## config.mk

```make
export PLATFORM = sky130hd
export DESIGN_NAME = lsu_mem_stage
export DESIGN_NICKNAME = d
export VERILOG_FILES = /design/src/rtl/lsu_mem_stage.sv
export SDC_FILE = /design/constraint.sdc
export NUM_CORES = 1
export LEC_CHECK = 0
export CAP_MARGIN = 20
export CORE_MARGIN = 1
export CORE_UTILIZATION = 57
export DETAILED_ROUTE_END_ITERATION = 12
export DONT_BUFFER_PORTS = 1
export GPL_TIMING_DRIVEN = 0
export PLACE_DENSITY = 0.75
export SLEW_MARGIN = 40
export SYNTH_ARGS = -nofsm -noshare
export SYNTH_HDL_FRONTEND = slang
export SYNTH_SLANG_ARGS = --single-unit
export TNS_END_PERCENT = 100
```

## constraint.sdc

```tcl
create_clock -name clk -period 2.27 [get_ports clk]
set_clock_uncertainty 0.2 [all_clocks]
set_input_delay 0.454 -clock clk [delete_from_list [all_inputs] [get_ports clk]]
set_output_delay 0.454 -clock clk [all_outputs]
set_load 0.02 [all_outputs]
```

## src/rtl/lsu_mem_stage.sv

```systemverilog
// Load/store memory stage: takes the ALU effective address plus store data and
// funct3, runs a req/gnt/rvalid handshake with data memory, and returns aligned,
// extended load data with a one-cycle done (and err) pulse to release the stall.
module lsu_mem_stage #(
  parameter int unsigned TIMEOUT_CYCLES = 255
) (
  input  logic        clk,
  input  logic        rst,
  input  logic        op_valid,
  input  logic        op_write,
  input  logic [2:0]  funct3,
  input  logic [31:0] addr,
  input  logic [31:0] wdata,
  output logic        busy,
  output logic        done,
  output logic        err,
  output logic [31:0] rdata,
  output logic        mem_req,
  output logic        mem_we,
  output logic [31:0] mem_addr,
  output logic [3:0]  mem_be,
  output logic [31:0] mem_wdata,
  input  logic        mem_gnt,
  input  logic        mem_rvalid,
  input  logic [31:0] mem_rdata
);

  localparam logic [1:0] S_IDLE = 2'd0;
  localparam logic [1:0] S_REQ  = 2'd1;
  localparam logic [1:0] S_WAIT = 2'd2;
  localparam logic [1:0] S_DONE = 2'd3;

  localparam logic [7:0] TMO = 8'(TIMEOUT_CYCLES);

  logic [1:0]  state;
  logic        wr_q;
  logic [2:0]  f3_q;
  logic [31:0] addr_q;
  logic [31:0] wdata_q;
  logic [7:0]  cnt;

  logic        bad_f3;
  logic        misal;
  logic        fault;
  logic        complete;
  logic [7:0]  byte_sel;
  logic [15:0] half_sel;
  logic [31:0] ld_data;
  logic [3:0]  be_lane;
  logic [31:0] wdata_lane;

  // Classify the incoming op: illegal width code or misaligned address.
  always_comb begin
    bad_f3 = 1'b0;
    misal  = 1'b0;
    case (funct3)
      3'b000: ;
      3'b001: misal = addr[0];
      3'b010: misal = (addr[1:0] != 2'b00);
      3'b100: bad_f3 = op_write;
      3'b101: begin
        bad_f3 = op_write;
        misal  = addr[0];
      end
      default: bad_f3 = 1'b1;
    endcase
  end

  assign fault = bad_f3 | misal;

  assign complete = ((state == S_REQ) && mem_gnt && (wr_q || mem_rvalid)) ||
                    ((state == S_WAIT) && mem_rvalid);

  // Pick the addressed lane out of the read word and sign/zero-extend it.
  always_comb begin
    case (addr_q[1:0])
      2'b00:   byte_sel = mem_rdata[7:0];
      2'b01:   byte_sel = mem_rdata[15:8];
      2'b10:   byte_sel = mem_rdata[23:16];
      default: byte_sel = mem_rdata[31:24];
    endcase
    half_sel = addr_q[1] ? mem_rdata[31:16] : mem_rdata[15:0];
    case (f3_q[1:0])
      2'b00:   ld_data = {{24{byte_sel[7] & ~f3_q[2]}}, byte_sel};
      2'b01:   ld_data = {{16{half_sel[15] & ~f3_q[2]}}, half_sel};
      default: ld_data = mem_rdata;
    endcase
  end

  // Byte enables and lane-replicated store data for the latched op.
  always_comb begin
    be_lane    = '0;
    wdata_lane = wdata_q;
    case (f3_q[1:0])
      2'b00: begin
        be_lane    = 4'b0001 << addr_q[1:0];
        wdata_lane = {4{wdata_q[7:0]}};
      end
      2'b01: begin
        be_lane    = addr_q[1] ? 4'b1100 : 4'b0011;
        wdata_lane = {2{wdata_q[15:0]}};
      end
      2'b10:   be_lane = '1;
      default: be_lane = '0;
    endcase
  end

  assign busy      = (state != S_IDLE);
  assign mem_req   = (state == S_REQ);
  assign mem_we    = mem_req & wr_q;
  assign mem_be    = mem_req ? be_lane : '0;
  assign mem_addr  = {addr_q[31:2], 2'b00};
  assign mem_wdata = wdata_lane;

  // Handshake FSM, timeout counter, op latch and load result register.
  always_ff @(posedge clk) begin
    if (rst) begin
      state   <= S_IDLE;
      wr_q    <= 1'b0;
      f3_q    <= '0;
      addr_q  <= '0;
      wdata_q <= '0;
      cnt     <= '0;
      rdata   <= '0;
      done    <= 1'b0;
      err     <= 1'b0;
    end else begin
      done <= 1'b0;
      err  <= 1'b0;
      case (state)
        S_IDLE: begin
          if (op_valid) begin
            wr_q    <= op_write;
            f3_q    <= funct3;
            addr_q  <= addr;
            wdata_q <= wdata;
            cnt     <= '0;
            if (fault) begin
              state <= S_DONE;
              done  <= 1'b1;
              err   <= 1'b1;
            end else begin
              state <= S_REQ;
            end
          end
        end
        S_REQ, S_WAIT: begin
          // A completion on the final allowed cycle wins over the timeout.
          if (complete) begin
            if (!wr_q) rdata <= ld_data;
            state <= S_DONE;
            done  <= 1'b1;
          end else if (cnt + 8'd1 == TMO) begin
            state <= S_DONE;
            done  <= 1'b1;
            err   <= 1'b1;
          end else begin
            cnt <= cnt + 8'd1;
            if (state == S_REQ && mem_gnt) state <= S_WAIT;
          end
        end
        default: state <= S_IDLE;
      endcase
    end
  end

endmodule

```

==> reports/metrics.cfg, run 1 <==
[logic_synthesis]
async_flop_share_pct = 0
synth-compound-area-share_pct = 19.9
ys_warn_count = 0
ys_top_cells_by_area = dfxtp_1 (41%), nand2_1 (13%), a21oi_1 (7.2%), buf_4 (5.6%), mux2_2 (3.7%)
yosys.area_share.adder_pct = 1.38
synth_top_family_by_area = simple AND/OR/NAND/NOR gates
synth_edf_count = 0
synth_top_area_share_pct = 41.1
synth_cell_types = 52
synth_flop_cell = dfxtp_1
avgSynthCellArea_um2 = 7.62
netlist_area_um2 = 5460
yosysSeqAreaShare_pct = 41.1
synth_xor_xnor_area_share_pct = 0.161
synth_area_leader_cell = dfxtp_1
synth_cells = 716
yosys.area_share.simple_pct = 21.4
synth.area.mux_share_pct = 5.37
ys_ff_latch = 112

[setup_path]
reg2reg_depth = 8
required_ns = 2.37
critical_path_class = flip-flop to flip-flop
rr_endpoint = cnt[3]
critPathMaxFanout = 8
critPathLaunchType = flip-flop
crit_start = cnt[0]
r2r_slack_ns = -0.03
worstSetupEndpointType = flip-flop
rr_startpoint = cnt[0]
critPathArrivalTime_ns = 2.40

[timing]
maxSlewViolCount = 0
whs_ns = 0.00640
slew_headroom_pct = 54.9
setup_viol = 4
period_share_pct = 101
finalWorstPathRequiredPeriod_ns = 2.30
hold_viol = 0
worst_slew_pin_slew_ns = 0.676
rsz0062_at_grt = true
max_clock_freq_ghz = 0.435
layout_setup_ws_ns = -0.0296

[power]
pwr-share-seq_pct = 40.7
intPower_mw = 3.72
p_clk_share_pct = 17.7
p_comb_share_pct = 41.6
ir_drop_mv = 0.534
pwr_density_cell_nw_per_um2 = 948
power.total_mw = 6.45
power.leakage_nw = 2.53
switching_share_pct = 42.3
p_sw_mw = 2.73

[cells_and_area]
final_cell_mix = nand2_1 (190), dfxtp_1 (102), a21oi_1 (77)
drive_gt1_share_pct = 23.7
nets = 895
fill_cells = 717
fin_area_um2 = 6800
area_growth_syn_to_layout_pct = 24.7
layout_commonest_cell = nand2_1
antennaDiodeCount = 0
final_core_util_pct = 73.6

[drt]
vias = 5391
drcViolationCount = 0
dr.pass1.iters = 6
via_per_inst = 5.87
ant_nets = 0
initialDrtViolationCount = 281
wl_per_cell_um = 18.0
drt_wl_total_mm = 16.5

[worst_hold_path]
hp-start = wdata[11]
holdPathEnd = wdata_q[11]
hold_class = primary input to flip-flop
min_path_cells = 2

[run]
maxCapViolations = 0

[clock_network]
clock-sinks = 112
clkLatencyLatePin_ns = 0.37
cts_made_buffers = 9
ctsRootBufferMaster = clkbuf_8
tritoncts = yes
cts_max_path_buffers = 2
clkTransAtPathRegs_ns = 0.11
cts_max_level = 3

[floorplan]
rows = 35
die_w_um = 99.8
die_h_um = 99.8
start_util_pct = 59.0
dieArea_um2 = 9970
core_um2 = 9240
ios = 210

[placed_design]
place.port_buffers = 0
place_area_um2 = 5640
dpl.hpwl_mm = 11.2
place_congestion = 0.894

[grt]
grt_max_degree = 20
grt_antenna_before_repair = 0
gr-total-overflow = 0
grt_pass1_wl_mm = 24.5
grtUsageTotal_pct = 31.3
first_global_vias = 4928

[outcome]
status = finished, violations left
failed_checks = negative setup slack

==> sequential cells by signal, indices dropped and copies added (netlist names) <==
signal   cells
f3_q         3
addr_q      32
cnt          8
wr_q         1
state        2
done         1
err          1
rdata       32
wdata_q     32
==> worst max-delay path, stage by stage (launching register included) <==
cell	delay, ns
dfxtp_4	0.41
ha_4	0.17
buf_6	0.10
nand3_1	0.14
nor2_2	0.18
xor2_2	0.14
and3_4	0.21
or4_1	0.52
a21oi_1	0.16
==> cell families after synthesis <==
| logic type | Yosys count |
|---|---|
| simple gates | 282 |
| compound gates | 179 |
| flops | 112 |
| buf+inv | 108 |
| mux | 27 |
| fa+ha+maj | 6 |
| other cells | 1 |
| xor+xnor | 1 |
==> per-layer routing <==
layer,global-route usage [%],vias up,wire length [µm]
met5,0,-,0
met4,12.7,0,459
met3,7.94,46,1550
met2,53.4,277,8170
met1,37.7,2531,6340
li1,-,2537,-
==> power groups by stage <==
| stage | Combinational [mW] | Sequential (mW) | Clock [mW] |
|---|---|---|---|
| floorplan | 1.76 | 2.57 | 0 |
| global placement | 2.11 | 2.63 | 0 |
| detailed placement | 2.15 | 2.64 | 0 |
| CTS | 2.47 | 2.61 | 1.15 |
| global route | 2.90 | 2.66 | 1.23 |
| finish | 2.69 | 2.62 | 1.14 |
==> repair_timing <==
action	CTS	global route
setup endpoints to repair	92	86
hold buffers	37	5
pin swaps	13	17
gates resized for setup	96	50
cloned	0	1
buffers inserted	10	6
hold endpoints to repair	37	5
==> worst max-delay path by stage <==
stage	endpoint	slack [ns]	depth (start not counted)
2_1_floorplan	rdata[19]	0.01	9
3_3_place_gp	rdata[21]	-0.43	9
3_5_place_dp	rdata[18]	-0.48	9
4_1_cts	cnt[0]	-0.01	7
5_1_grt	cnt[3]	-0.11	8
6_report	cnt[3]	-0.03	8
==> area by class of cell <==
cell class	instances	area (µm²)	share of cell area [%]
clock buffer	10	128	1.88
sequential	112	2260	33.3
buffer	89	601	8.83
multi-input combinational	497	2980	43.8
timing repair buffer	59	557	8.18
inverter	16	63.8	0.938
clock inverter	6	50.0	0.736
tap	129	161	2.37
==> per-stage QoR <==
step | setup TNS, ns | setup slack [ns] | cells
floorplan | 0 | 0.0140 | 717
global placement | -17.32 | -0.427 | 846
detailed placement | -20.53 | -0.478 | 846
CTS | -0.0354 | -0.0144 | 907
global route | -0.612 | -0.110 | 918
finish | -0.0648 | -0.0296 | 918
==> cells in the mapped netlist (all sizes together) (9+ instances only) <==
cell type and instances:
nand2 191, dfxtp 112, a21oi 79, buf 50
nor2 47, clkbuf 42, o21ai 37, a211oi 26
mux2 18, inv 16, nor3 14, mux2i 9
(Power assumes the default switching activity.)
==> inputs of run 2 (changes only) <==
==> constraint.sdc (replaced) <==
create_clock -name clk -period 1.9 [get_ports clk]
set_clock_uncertainty 0.2 [all_clocks]
set_input_delay 0.38 -clock clk [delete_from_list [all_inputs] [get_ports clk]]
set_output_delay 0.38 -clock clk [all_outputs]
set_load 0.02 [all_outputs]
==> reports/metrics.cfg, run 2 (synthesis gave the netlist of run 1 again) <==
[outcome]
status = finished, violations left
failed_checks = negative hold slack, negative setup slack

[run]
maxCapViolations = 0  ; unchanged

[placed_design]
post-place-cells = 846  ; unchanged
dpl.hpwl_mm = 11.4  ; +1.7%
place_congestion = 0.914  ; +2.3%
place.port_buffers = 0  ; unchanged
dp_slack_ns = -0.540  ; -0.0613 ns

[setup_path]
path_buf_inv = 3  ; +2
critPathLaunchType = flip-flop
critPathMaxFanout = 7  ; -1
required_ns = 2.00  ; -0.37 ns
worstSetupEndpointType = flip-flop
crit_chain = buf_6 -> buf_4 -> a21boi_0 -> o21ai_2 -> a32oi_4 -> and3_4 -> buf_6 -> o21ai_2 -> a31oi_1
critPathArrivalTime_ns = 2.42  ; +0.02 ns
crit_path_top_delay_cell = a21boi_0
critical_path_class = flip-flop to flip-flop
cp_slowest_stage_delay_ns = 0.38  ; -0.14 ns
cp_top_family = compound AO/OA/AOI/OAI gates

[clock_network]
ctsRootBufferMaster = clkbuf_8
cts_max_level = 3  ; unchanged
clkTransAtPathRegs_ns = 0.12  ; about the same
cts_made_buffers = 9  ; unchanged
cts_max_path_buffers = 2  ; unchanged
clock-sinks = 112  ; unchanged
clkLatencyLatePin_ns = 0.38  ; about the same
tritoncts = yes

[grt]
grt_use_met2_pct = 68.4  ; +15 points
grt_antenna_before_repair = 0  ; unchanged
grt_max_degree = 20  ; unchanged
gr-total-overflow = 0  ; unchanged
busiest_layer = met2
met1_usage_pct = 44.5  ; +6.8 points
grtUsageTotal_pct = 39.3  ; +8.0 points
met3_usage_pct = 11.1  ; +3.2 points
grt_pass1_wl_mm = 30.9  ; +26%
first_global_vias = 6116  ; +24%

[timing]
period_share_pct = 122  ; +21 points
finalWorstPathRequiredPeriod_ns = 2.32  ; +0.0235 ns
layout_setup_ws_ns = -0.423  ; -0.394 ns
maxSlewViolCount = 0  ; unchanged
setup_viol = 74  ; +70
tns_ns = -16.34  ; -16.28 ns
max_clock_freq_ghz = 0.430  ; -1.0%
worst_slew_pin_slew_ns = 0.774  ; +0.0975 ns
hold_viol = 3  ; +3
rsz0062_at_grt = true
whs_ns = -0.00699  ; -0.0134 ns
slew_headroom_pct = 48.4  ; -6.5 points

[cells_and_area]
area_growth_syn_to_layout_pct = 55.9
final_cell_mix = nand2_1 (180), dfxtp_1 (100), buf_4 (91)
antennaDiodeCount = 0  ; unchanged
fin_cells = 1011  ; +10%
reg.largest.list = addr_q (32), rdata (32), wdata_q (32)
layout_commonest_cell = nand2_1
fill_cells = 342  ; -52%
nets = 988  ; +10%
drive_gt1_share_pct = 34.5  ; +11 points

[floorplan]
ios = 210  ; unchanged
die_h_um = 99.8  ; unchanged
core_um2 = 9240  ; unchanged
die_w_um = 99.8  ; unchanged
dieArea_um2 = 9970  ; unchanged
start_util_pct = 59.0  ; unchanged
rows = 35  ; unchanged

[drt]
drcViolationCount = 0  ; unchanged
ant_nets = 0  ; unchanged
dr.pass1.iters = 10  ; +4
initialDrtViolationCount = 582  ; +110%
via_per_inst = 6.55  ; +12%
drt_wl_total_mm = 24.4  ; +48%
vias = 6623  ; +23%
wl_per_cell_um = 24.2  ; +34%

[power]
p_sw_mw = 4.05  ; +48%
p_comb_share_pct = 48.1  ; +6.5 points
p_clk_share_pct = 16.9  ; -0.8 points
intPower_mw = 5.24  ; +41%
ir_drop_mv = 0.668  ; +25%
power.leakage_nw = 3.26  ; +29%
switching_share_pct = 43.6  ; +1.3 points
pwr_density_cell_nw_per_um2 = 1090  ; +15%
pwr-share-seq_pct = 35.0  ; -5.7 points

[worst_hold_path]
hold_class = primary input to flip-flop

run 2: power by group through the flow:
| stage | Combinational, mW | Sequential, mW | Clock (mW) |
|---|---|---|---|
| 2_1_floorplan | 2.20 | 3.08 | 0 |
| 3_3_place_gp | 2.61 | 3.15 | 0 |
| 3_5_place_dp | 2.67 | 3.17 | 0 |
| 4_1_cts | 3.67 | 3.16 | 1.51 |
| 5_1_grt | 4.62 | 3.27 | 1.65 |
| 6_report | 4.47 | 3.25 | 1.57 |
run 2: layout make-up:
class / instances / area (µm²) / area share, %
Clock inverter: 6 / 76.3 / 0.897
Timing Repair Buffer: 154 / 1490 / 17.5
Buffer: 87 / 749 / 8.81
Clock buffer: 10 / 128 / 1.50
Tap cell: 129 / 161 / 1.90
Multi-Input combinational cell: 497 / 3550 / 41.8
Sequential cell: 112 / 2270 / 26.7
Inverter: 16 / 71.3 / 0.838
run 2: per-layer routing:
metal  vias to the layer above  share of wire (%)
li1                       2732                  -
met1                      3075                 34
met2                       628                 47
met3                       188                 12
met4                         0                7.1
met5                         -                  0
run 2: final timing paths:
check	start	endpoint	slack (ns)	depth (start not counted)
max reg2reg	cnt[3]	state[0]	-0.42	9
min	mem_rdata[15]	rdata[15]	-0.007	2
max	cnt[3]	state[0]	-0.42	9
min reg2reg	addr_q[17]	addr_q[17]	0.26	2
run 2: repair_timing:
item,in CTS,in global routing
setup buffers,33,31
gates resized for setup,190,96
gates cloned,6,1
setup endpoints to repair,142,131
hold endpoints to repair,86,0
hold buffers,86,0
pin swaps,45,35
run 2: per-stage QoR:
| stage | util (%) | power (mW) | area [µm²] |
|---|---|---|---|
| 6_report | 92.1 | 9.29 | 8510 |
| 5_1_grt | 92.1 | 9.54 | 8510 |
| 4_1_cts | 85.7 | 8.34 | 7920 |
| 3_5_place_dp | 62.0 | 5.84 | 5730 |
| 3_3_place_gp | 62.0 | 5.76 | 5730 |
| 2_1_floorplan | - | 5.29 | 5570 |
